<file path="src/rtl/pipe_reg_skid.sv">
// Two-entry pipeline register with skid buffer: full throughput, registered in_ready.
// Optional performance counters enabled by defining PIPE_REG_SKID_PERF_EN.
module pipe_reg_skid #(
  parameter int DATA_W = 64,
  parameter int CNT_W  = 32
) (
  input  logic              clk,
  input  logic              rst,
  input  logic              flush,
  input  logic              in_valid,
  output logic              in_ready,
  input  logic [DATA_W-1:0] in_data,
  output logic              out_valid,
  input  logic              out_ready,
  output logic [DATA_W-1:0] out_data,
  output logic [1:0]        occupancy
`ifdef PIPE_REG_SKID_PERF_EN
  ,
  output logic [CNT_W-1:0]  perf_xfer_cnt,
  output logic [CNT_W-1:0]  perf_stall_cnt
`endif
);

  typedef enum logic [1:0] {
    EMPTY = 2'd0,
    ONE   = 2'd1,
    TWO   = 2'd2
  } state_t;

  state_t            state_reg, state_next;
  logic [DATA_W-1:0] main_reg, main_next;
  logic [DATA_W-1:0] skid_reg, skid_next;
  logic              in_fire, out_fire;

  if (DATA_W < 1 || DATA_W > 256 || CNT_W < 1) begin : g_bad_params
    $error("pipe_reg_skid: illegal DATA_W/CNT_W");
  end

  assign in_fire  = in_valid & in_ready;
  assign out_fire = out_valid & out_ready;

  always_ff @(posedge clk) begin
    if (rst) begin
      state_reg <= EMPTY;
      main_reg  <= '0;
      skid_reg  <= '0;
    end else begin
      state_reg <= state_next;
      main_reg  <= main_next;
      skid_reg  <= skid_next;
    end
  end

  // Vacated entries are cleared so idle outputs and the unused skid read zero.
  always_comb begin
    state_next = state_reg;
    main_next  = main_reg;
    skid_next  = skid_reg;
    if (flush) begin
      state_next = EMPTY;
      main_next  = '0;
      skid_next  = '0;
    end else begin
      case (state_reg)
        EMPTY: begin
          if (in_fire) begin
            state_next = ONE;
            main_next  = in_data;
          end
        end
        ONE: begin
          if (in_fire && out_fire) begin
            main_next = in_data;
          end else if (in_fire) begin
            state_next = TWO;
            skid_next  = in_data;
          end else if (out_fire) begin
            state_next = EMPTY;
            main_next  = '0;
          end
        end
        TWO: begin
          if (out_fire) begin
            state_next = ONE;
            main_next  = skid_reg;
            skid_next  = '0;
          end
        end
        default: begin
          state_next = EMPTY;
          main_next  = '0;
          skid_next  = '0;
        end
      endcase
    end
  end

  // in_ready depends only on registered state, breaking the out_ready path.
  always_comb begin
    in_ready  = (state_reg == EMPTY) || (state_reg == ONE);
    out_valid = (state_reg == ONE) || (state_reg == TWO);
    out_data  = out_valid ? main_reg : '0;
    occupancy = state_reg;
  end

`ifdef PIPE_REG_SKID_PERF_EN
  always_ff @(posedge clk) begin
    if (rst) begin
      perf_xfer_cnt  <= '0;
      perf_stall_cnt <= '0;
    end else begin
      if (out_fire) begin
        perf_xfer_cnt <= perf_xfer_cnt + CNT_W'(1);
      end
      if (out_valid && !out_ready) begin
        perf_stall_cnt <= perf_stall_cnt + CNT_W'(1);
      end
    end
  end
`endif

endmodule

</file>
<file path="config.mk">
export PLATFORM = sky130hd
export DESIGN_NAME = pipe_reg_skid
export DESIGN_NICKNAME = d
export VERILOG_FILES = /design/src/rtl/pipe_reg_skid.sv
export SDC_FILE = /design/constraint.sdc
export NUM_CORES = 1
export LEC_CHECK = 0
export BUFFER_PORTS_ARGS = -buffer_cell sky130_fd_sc_hd__buf_2
export CORE_MARGIN = 3
export CORE_UTILIZATION = 45
export DETAILED_ROUTE_END_ITERATION = 16
export GPL_TIMING_DRIVEN = 0
export PLACE_DENSITY_LB_ADDON = 0.2
export SYNTH_ARGS = -nofsm -noshare
export SYNTH_HDL_FRONTEND = slang
export SYNTH_SLANG_ARGS = --single-unit
</file>
<file path="constraint.sdc">
create_clock -name clk -period 2.3 [get_ports clk]
set_input_delay 0.115 -clock clk [delete_from_list [all_inputs] [get_ports clk]]
set_output_delay 0.115 -clock clk [all_outputs]
set_load 0.05 [all_outputs]
</file>
==> results of run 1 <==
[worst min-delay path: stages]
cell      delay (ns)
buf_2           0.09
nor2_1          0.05
o211ai_1        0.07
o41ai_1         0.07
[logic make-up after synthesis]
logic type | synth area share (%)
fa+ha+maj | 1.368
simple gates | 18.97
buf+inv | 5.129
compound gates | 27.13
flops | 47.41
[layout by cell type (no fill, tap or decap), types with 2 or more instances in the layout]
| master | count |
|---|---|
| nand2b_1 | 3 |
| buf_2 | 112 |
| and2_1 | 65 |
| clkinv_2 | 8 |
| nand2_1 | 65 |
| buf_4 | 35 |
| clkbuf_2 | 7 |
| buf_1 | 5 |
| clkbuf_1 | 20 |
| clkbuf_4 | 21 |
| o211ai_1 | 2 |
| a21oi_1 | 66 |
| dlygate4sd3_1 | 57 |
| ha_1 | 5 |
| clkbuf_16 | 17 |
| o2bb2ai_1 | 64 |
| dfxtp_2 | 2 |
| nand3_1 | 65 |
| nor2_1 | 4 |
| dfxtp_1 | 128 |
| inv_1 | 4 |
| a22oi_1 | 64 |
[layer usage]
metal | vias to the layer above | global-route usage, % | wire length [um]
met3 | 36 | 5.699 | 976
met4 | 0 | 10.21 | 374
met2 | 231 | 39.28 | 7875
li1 | 2649 | - | -
met1 | 2566 | 30.99 | 7096
met5 | - | 0 | 0
[where the power goes]
| part | leakage [nW] | switching, mW | internal [mW] |
|---|---|---|---|
| sequential | 1.05 | 0.0280 | 2.31 |
| clock | 0.253 | 0.926 | 1.37 |
| combinational | 1.74 | 0.389 | 0.247 |
[what timing repair did]
item	CTS	global route
hold buffers	57	0
hold endpoints to repair	63	0
buffers inserted	0	1
endpoints found under the setup margin	64	121
pin swaps	0	2
resized for setup	41	29
cloned	0	0
[final timing paths]
| path | startpoint | endpoint | slack, ns | cells after the start |
|---|---|---|---|---|
| setup / recovery | occupancy[0] | out_data[21] | 0.18 | 6 |
| hold / removal | flush | occupancy[1] | 0.01 | 4 |
| setup reg to reg | occupancy[0] | main_reg[34] | 0.22 | 6 |
| hold reg to reg | main_reg[14] | main_reg[14] | 0.45 | 1 |
[area by class of cell]
| type | count | area (um2) |
|---|---|---|
| Inverter | 4 | 15.01 |
| Timing Repair Buffer | 194 | 1394 |
| Clock inverter | 8 | 40.04 |
| Tap cell | 143 | 178.9 |
| Fill cell | 959 | 4055 |
| Clock buffer | 22 | 454.2 |
| Multi-Input combinational cell | 419 | 2638 |
| Buffer | 60 | 282.8 |
| Sequential cell | 130 | 2605 |
==> flow_summary.ini, run 1 <==
[die]
dieHeight_um = 116.4
core_um2 = 11660
rows = 39
initial_core_util_pct = 47.07
boundaryPins = 137
die-area_um2 = 13560
fp.dieW_um = 116.4

[job]
max_cap_viol_count = 0

[status]
status = finished, final reports clean

[yosys]
syn_nets = 688
synthTopCellsByCount = 130 x dfxtp_1, 66 x a21oi_1, 66 x nand3_1
synth.top_cell.area_share_pct = 47.41
synth.most_common_cell = dfxtp_1
synth_edf_count = 0
yosysTopAreaCell = dfxtp_1
ys_seq_area_share_pct = 47.41
synth.avg_cell_area_um2 = 8.954
synth_ff_type = dfxtp_1
syn-cell-area_um2 = 5489
yosys-top-cells-area = dfxtp_1 47%, o2bb2ai_1 10%, a22oi_1 8.8%
async_flop_share_pct = 0
synth_warnings = 0
synth-seq-cells = 130
synth.distinct_cells = 30
syn_inst = 613

[finish]
final_cells = 980
design_area_um2 = 7607
drive_above_1_share_pct = 25.09
fin_nets = 901
diodes = 0
post-route-util_pct = 65.23
syn_to_final_growth_pct = 38.59

[grt]
antenna_found_initial = 0
grt_pass1_wl_mm = 25.97
grt_pass1_vias = 5372
track_usage_pct = 24.24
grt_max_degree = 17
grt-ovfl-total = 0

[placed_design]
dpl.hpwl_mm = 10.86
preCtsSetupSlack_ns = -0.02051
dpl_cell_area_um2 = 6354
dp_cells = 892
place_congestion = 0.7971
placement.io_buffers = 136

[worst_setup_path]
crit_required_ns = 2.18
cp_slowest_cell = dfxtp_2
end_kind = output pin
path_max_fanout = 10
path_cells = inv_1 > ha_4 > buf_6 > clkbuf_2 > and2_1 > buf_4
crit_family = buffers and inverters
worst-path-buf-inv = 4
worst-setup-path-type = flop to output pin
slowest_delay_ns = 0.40
cp-start-kind = flop
worstPathArrival_ns = 2.01

[route]
drt_iter0_drc = 470
wirelength_mm = 16.32
vias_per_cell = 5.594
vias = 5482
firstDrtPassIters = 5
ant_nets = 0
drc = 0
wl_per_cell_um = 16.66

[sta]
rsz0062_at_grt = no
finalCritPeriodShare_pct = 92.30
fin_ws_ns = 0.1770
finalSetupTns_ns = 0
maxClockFrequency_mhz = 471.0
tightest_slew_ns = 0.6210
fin_crit_ns = 2.123
setup_viol = 0
skew_ns = 0.009939
hold_viol = 0
whs_ns = 0.01214
max_slew_margin_pct = 58.60
report.final.slew_viol_count = 0

[cts]
ctsRootBufferMaster = clkbuf_16
clockBufferDepth = 2
clock_latency_ns = 0.42
cts.sinks = 130
cts_tree = done
clkSlewWorstSetupHoldPaths_ns = 0.05
cts_made_buffers = 17
htreeDepth = 4

[pwr]
ir_drop_v = 0.0004132
power.leakage_nw = 3.045
total_power_mw = 5.271
powerDensity_nw_per_um2 = 692.8

[min_path]
min_path_type = input pin to flop
(Power assumes the default switching activity.)
==> inputs of run 2 (changes only) <==
--- a/config.mk
+++ b/config.mk
@@ -5,12 +5,13 @@
 export SDC_FILE = /design/constraint.sdc
 export NUM_CORES = 1
 export LEC_CHECK = 0
+export ABC_AREA = 1
 export BUFFER_PORTS_ARGS = -buffer_cell sky130_fd_sc_hd__buf_2
 export CORE_MARGIN = 3
 export CORE_UTILIZATION = 45
 export DETAILED_ROUTE_END_ITERATION = 16
 export GPL_TIMING_DRIVEN = 0
-export PLACE_DENSITY_LB_ADDON = 0.2
+export PLACE_DENSITY = 0.77
 export SYNTH_ARGS = -nofsm -noshare
 export SYNTH_HDL_FRONTEND = slang
 export SYNTH_SLANG_ARGS = --single-unit
==> flow_summary.ini, run 2 <==
[worst_setup_path]
reg2regPathDepth = 10
worstPathArrival_ns = 2.10
path_max_fanout = 10
end_kind = output pin
worst-setup-path-type = flop to output pin
cp-start-kind = flop
crit_required_ns = 2.18
reg2reg_slack_ns = 0.18
reg2reg_from = occupancy[0]
r2r-end = main_reg[60]

[route]
drt_iter0_drc = 825
firstDrtPassIters = 6
drc = 0
vias = 8160
vias_per_cell = 5.268
dr_wl_met2_mm = 10.32
wl_per_cell_um = 13.86
m1WireLength_mm = 9.389
wl_met3_mm = 1.451
top_layer = met4
wirelength_mm = 21.47
ant_nets = 0

[finish]
final_cell_mix = 457 x nand2_1, 173 x buf_2, 135 x inv_1
syn_to_final_growth_pct = 21.41
drive_above_1_share_pct = 17.49
diodes = 0
final_common_cell = nand2_1
post-route-util_pct = 56.82
fill_cells = 1578
fin_nets = 1402

[yosys]
synth_ff_type = dfxtp_1
synthTopCellsByCount = 457 x nand2_1, 135 x inv_1, 130 x dfxtp_1
syn-cell-area_um2 = 7247
async_flop_share_pct = 0
yosysTopAreaCell = dfxtp_1
yosys-top-cells-area = dfxtp_1 36%, nand2_1 24%, nand4_1 11%
synth.most_common_cell = nand2_1
synth_edf_count = 0
ys_seq_area_share_pct = 35.91
synth-seq-cells = 130
synth_warnings = 0
synth.avg_cell_area_um2 = 6.183
synth.top_cell.area_share_pct = 35.91
synth.distinct_cells = 17
syn_nets = 1247
syn_inst = 1172

[grt]
grt_max_degree = 17
antenna_found_initial = 0
grt_pass1_wl_mm = 34.48
track_usage_pct = 23.43
grt-ovfl-total = 0
grt_pass1_vias = 7121

[die]
fp.dieW_um = 132.9
die-area_um2 = 17660
dieHeight_um = 132.9
core_um2 = 15480
boundaryPins = 137
initial_core_util_pct = 46.80
rows = 45

[cts]
cts_tree = done
clock_latency_ns = 0.41
htreeDepth = 4
clockBufferDepth = 2
cts.sinks = 130
ctsRootBufferMaster = clkbuf_16
cts_setup_buffers = 0
hold_buffers = 0
cts_made_buffers = 17
clkSlewWorstSetupHoldPaths_ns = 0.05

[min_path]
hold_end = skid_reg[22]
min_path_type = input pin to flop
min-delay-start = in_data[22]
hold_depth = 5

[sta]
setup_viol = 0
tightest_slew_ns = 0.6322
rsz0062_at_grt = no
fin_crit_ns = 2.214
fin_ws_ns = 0.08580
whs_ns = 0.08562
hold_viol = 0
finalCritPeriodShare_pct = 96.27
skew_ns = 0.004577
max_slew_margin_pct = 57.86
report.final.slew_viol_count = 0
maxClockFrequency_mhz = 451.6

[placed_design]
dpl.hpwl_mm = 14.90
place_congestion = 0.8938
preCtsSetupSlack_ns = -0.1894
placement.io_buffers = 136

[pwr]
ir_drop_v = 0.0004588
powerDensity_nw_per_um2 = 725.0
power.leakage_nw = 4.559

[job]
max_cap_viol_count = 0

[status]
status = finished, final reports clean
-- run 2: cell count changes after synthesis, moves of 20 or more --
| cell | previous run | this run |
|---|---|---|
| a21oi_1 | 66 | 129 |
| a22oi_1 | 64 | 0 |
| and2_1 | 65 | 0 |
| buf_2 | 30 | 50 |
| inv_1 | 4 | 135 |
| nand2_1 | 65 | 457 |
| nand4_1 | 1 | 129 |
| o2bb2ai_1 | 64 | 0 |
-- run 2: cell families (layout without fill, tap and decap cells) --
group	after synthesis	after routing	synth area share, %
flip-flops	130	130	35.91
AO/OA/AOI/OAI	133	133	9.185
adder cells (fa/ha/maj)	6	6	1.036
AND/OR/NAND/NOR	662	662	40.16
buffers and inverters	241	407	13.71
-- run 2: cell type report --
class / count / area [um2] / area share (%)
tap: 211 / 264.0 / 3.001
inverter: 138 / 518.0 / 5.887
sequential: 130 / 2605 / 29.61
buffer: 103 / 499.2 / 5.674
clock buffer: 23 / 457.9 / 5.205
multi-input combinational: 801 / 3654 / 41.52
timing repair buffer: 136 / 715.7 / 8.134
clock inverter: 7 / 85.08 / 0.9670
-- run 2: report_power, final --
| part | internal (mW) | switching (mW) |
|---|---|---|
| sequential | 2.33 | 0.0407 |
| combinational | 0.414 | 1.04 |
| clock | 1.60 | 0.953 |
-- run 2: worst max-delay path by stage --
| stage | startpoint | endpoint | slack, ns | cells past startpoint |
|---|---|---|---|---|
| floorplan | occupancy[1] | out_data[10] | 0.05 | 6 |
| finish | occupancy[0] | out_data[19] | 0.09 | 7 |
| detailed placement | occupancy[0] | out_data[14] | -0.19 | 7 |
| CTS | occupancy[1] | out_data[39] | 0.002 | 7 |
| global placement | occupancy[0] | out_data[14] | -0.17 | 7 |
| global route | occupancy[1] | out_data[22] | 0.009 | 7 |
-- run 2: worst max-delay path, stage by stage, from the launching register on --
cell	delay [ns]
dfxtp_2	0.39
inv_1	0.09
ha_2	0.35
buf_4	0.23
clkbuf_4	0.25
nand2_1	0.07
inv_1	0.05
buf_2	0.25
-- run 2: per-stage QoR --
stage / instance area (um2) / power (mW) / TNS, ns / instances
final: 8798 / 6.379 / 0 / 1549
after global routing: 8798 / 6.655 / 0 / 1549
after CTS: 8753 / 6.376 / 0 / 1549
after detailed placement: 8197 / 3.834 / -4.600 / 1519
after global placement: 8197 / 3.819 / -2.289 / 1519
after floorplan: 7252 / 3.402 / 0 / 1172
-- run 2: what timing repair did --
| item | 4_1_cts | 5_1_grt |
|---|---|---|
| resized for setup | 9 | 21 |
| pin swaps | 0 | 0 |
| endpoints found under the setup margin | 64 | 60 |
-- run 2: per-layer routing --
metal | vias up | GRT usage, %
met2 | 284 | 38.60
met4 | 0 | 6.640
met5 | - | 0
met3 | 27 | 4.829
li1 | 4093 | -
met1 | 3756 | 31.10
==> inputs of run 3 (changes only) <==
--- a/config.mk
+++ b/config.mk
@@ -7,7 +7,6 @@
 export LEC_CHECK = 0
 export ABC_AREA = 1
 export BUFFER_PORTS_ARGS = -buffer_cell sky130_fd_sc_hd__buf_2
-export CORE_MARGIN = 3
 export CORE_UTILIZATION = 45
 export DETAILED_ROUTE_END_ITERATION = 16
 export GPL_TIMING_DRIVEN = 0
==> flow_summary.ini, run 3 (synthesized netlist as in run 2, its figures left out) <==
[finish]
diodes = 0
syn_to_final_growth_pct = 21.29
fin_nets = 1402
fill_cells = 1572
final_cell_mix = 457 x nand2_1, 178 x buf_2, 135 x inv_1
design_area_um2 = 8790
final_common_cell = nand2_1
seq_area_um2 = 2605
multiInputGateArea_um2 = 3654
drive_above_1_share_pct = 17.54

[die]
rows = 46
die-area_um2 = 16620
boundaryPins = 137
initial_core_util_pct = 45.79
core_um2 = 15830
dieHeight_um = 128.9
fp.dieW_um = 128.9

[sta]
report.final.slew_viol_count = 0
finalSetupTns_ns = 0
fin_ws_ns = 0.1135
setup_viol = 0
whs_ns = 0.07148
max_slew_margin_pct = 59.91
skew_ns = 0.005606
fin_crit_ns = 2.187
hold_viol = 0
rsz0062_at_grt = no
tightest_slew_ns = 0.6013
maxClockFrequency_mhz = 457.3
finalCritPeriodShare_pct = 95.07

[route]
m1WireLength_mm = 9.239
vias = 8112
firstDrtPassIters = 7
ant_nets = 0
wl_per_cell_um = 13.42
wl_met3_mm = 1.499
dr_wl_met2_mm = 9.758
top_layer = met4
drt_iter0_drc = 654
vias_per_cell = 5.213
drc = 0
wirelength_mm = 20.88

[job]
max_cap_viol_count = 0

[worst_setup_path]
cp-start-kind = flop
worstPathArrival_ns = 2.07
path_max_fanout = 10
worst-setup-path-type = flop to output pin
end_kind = output pin
crit_required_ns = 2.18

[grt]
track_usage_pct = 25.32
antenna_found_initial = 0
grt-ovfl-total = 0
grt_max_degree = 17
grt_pass1_vias = 6984
grt_pass1_wl_mm = 33.17

[cts]
clkSlewWorstSetupHoldPaths_ns = 0.06
hold_buffers = 0
cts_setup_buffers = 0
cts.sinks = 130
cts_made_buffers = 17
cts_tree = done
htreeDepth = 4
ctsRootBufferMaster = clkbuf_16
clockBufferDepth = 2
clock_latency_ns = 0.43

[placed_design]
dpl_cell_area_um2 = 8203
place_congestion = 0.8607
preCtsSetupSlack_ns = -0.1410
dpl.hpwl_mm = 14.51
placement.io_buffers = 136

[pwr]
power.leakage_nw = 4.558
powerDensity_nw_per_um2 = 717.3
ir_drop_v = 0.0005644

[status]
status = finished, final reports clean

[min_path]
min_path_type = input pin to flop
-- run 3: cell types whose count changed in the layout (fill, tap and decap cells not counted) --
cell and change:
buf_6 +1, clkinv_2 -2, clkbuf_4 -7, clkbuf_1 +1, clkbuf_2 +1, clkinvlp_4 +1
bufinv_16 -2, clkbuf_8 +4, buf_2 +5
-- run 3: routing by layer --
metal / track usage, % / up-vias
li1: - / 4086
met5: 0 / -
met1: 33.01 / 3694
met2: 41.91 / 296
met4: 8.512 / 0
met3: 4.906 / 36
-- run 3: timing repair --
action                                  in CTS  in global routing
pin swaps                                    0                  0
resized for setup                           10                 14
endpoints found under the setup margin      64                 59
-- run 3: worst paths after layout --
kind | slack (ns) | cells past startpoint | from | end
setup reg to reg | 0.21 | 9 | occupancy[1] | main_reg[28]
hold reg to reg | 0.46 | 2 | skid_reg[24] | skid_reg[24]
hold / removal | 0.07 | 5 | in_data[24] | skid_reg[24]
setup / recovery | 0.11 | 7 | occupancy[1] | out_data[32]
-- run 3: where the power goes --
group | switching (mW) | leakage, nW | internal (mW)
registers | 0.0406 | 1.05 | 2.33
logic | 1.03 | 3.24 | 0.416
clock network | 0.975 | 0.264 | 1.51
-- run 3: worst max-delay path, cell delays in order, from the launching register on --
cell and delay [ns]:
dfxtp_2 0.37, inv_1 0.09, ha_2 0.38, buf_6 0.19, clkbuf_2 0.23, nand2_1 0.08, inv_1 0.05, buf_2 0.25
-- run 3: through the flow --
stage          power [mW]  utilization (%)  std cells
6_report            6.305            55.53       1556
5_1_grt             6.580            55.53       1556
4_1_cts             6.290            55.34       1556
3_5_place_dp        3.826            51.83       1524
3_3_place_gp        3.819            51.83       1524
2_1_floorplan       3.402                -       1172
-- run 3: cell type report --
type                    count  area share, %
well taps                 216          3.075
flip-flops and latches    130          29.64
multi-input cells         801          41.57
inverters                 138          5.893
clock inverters             4         0.2562
plain buffers             103          5.722
repair buffers            136          7.972
clock buffers              28          5.879
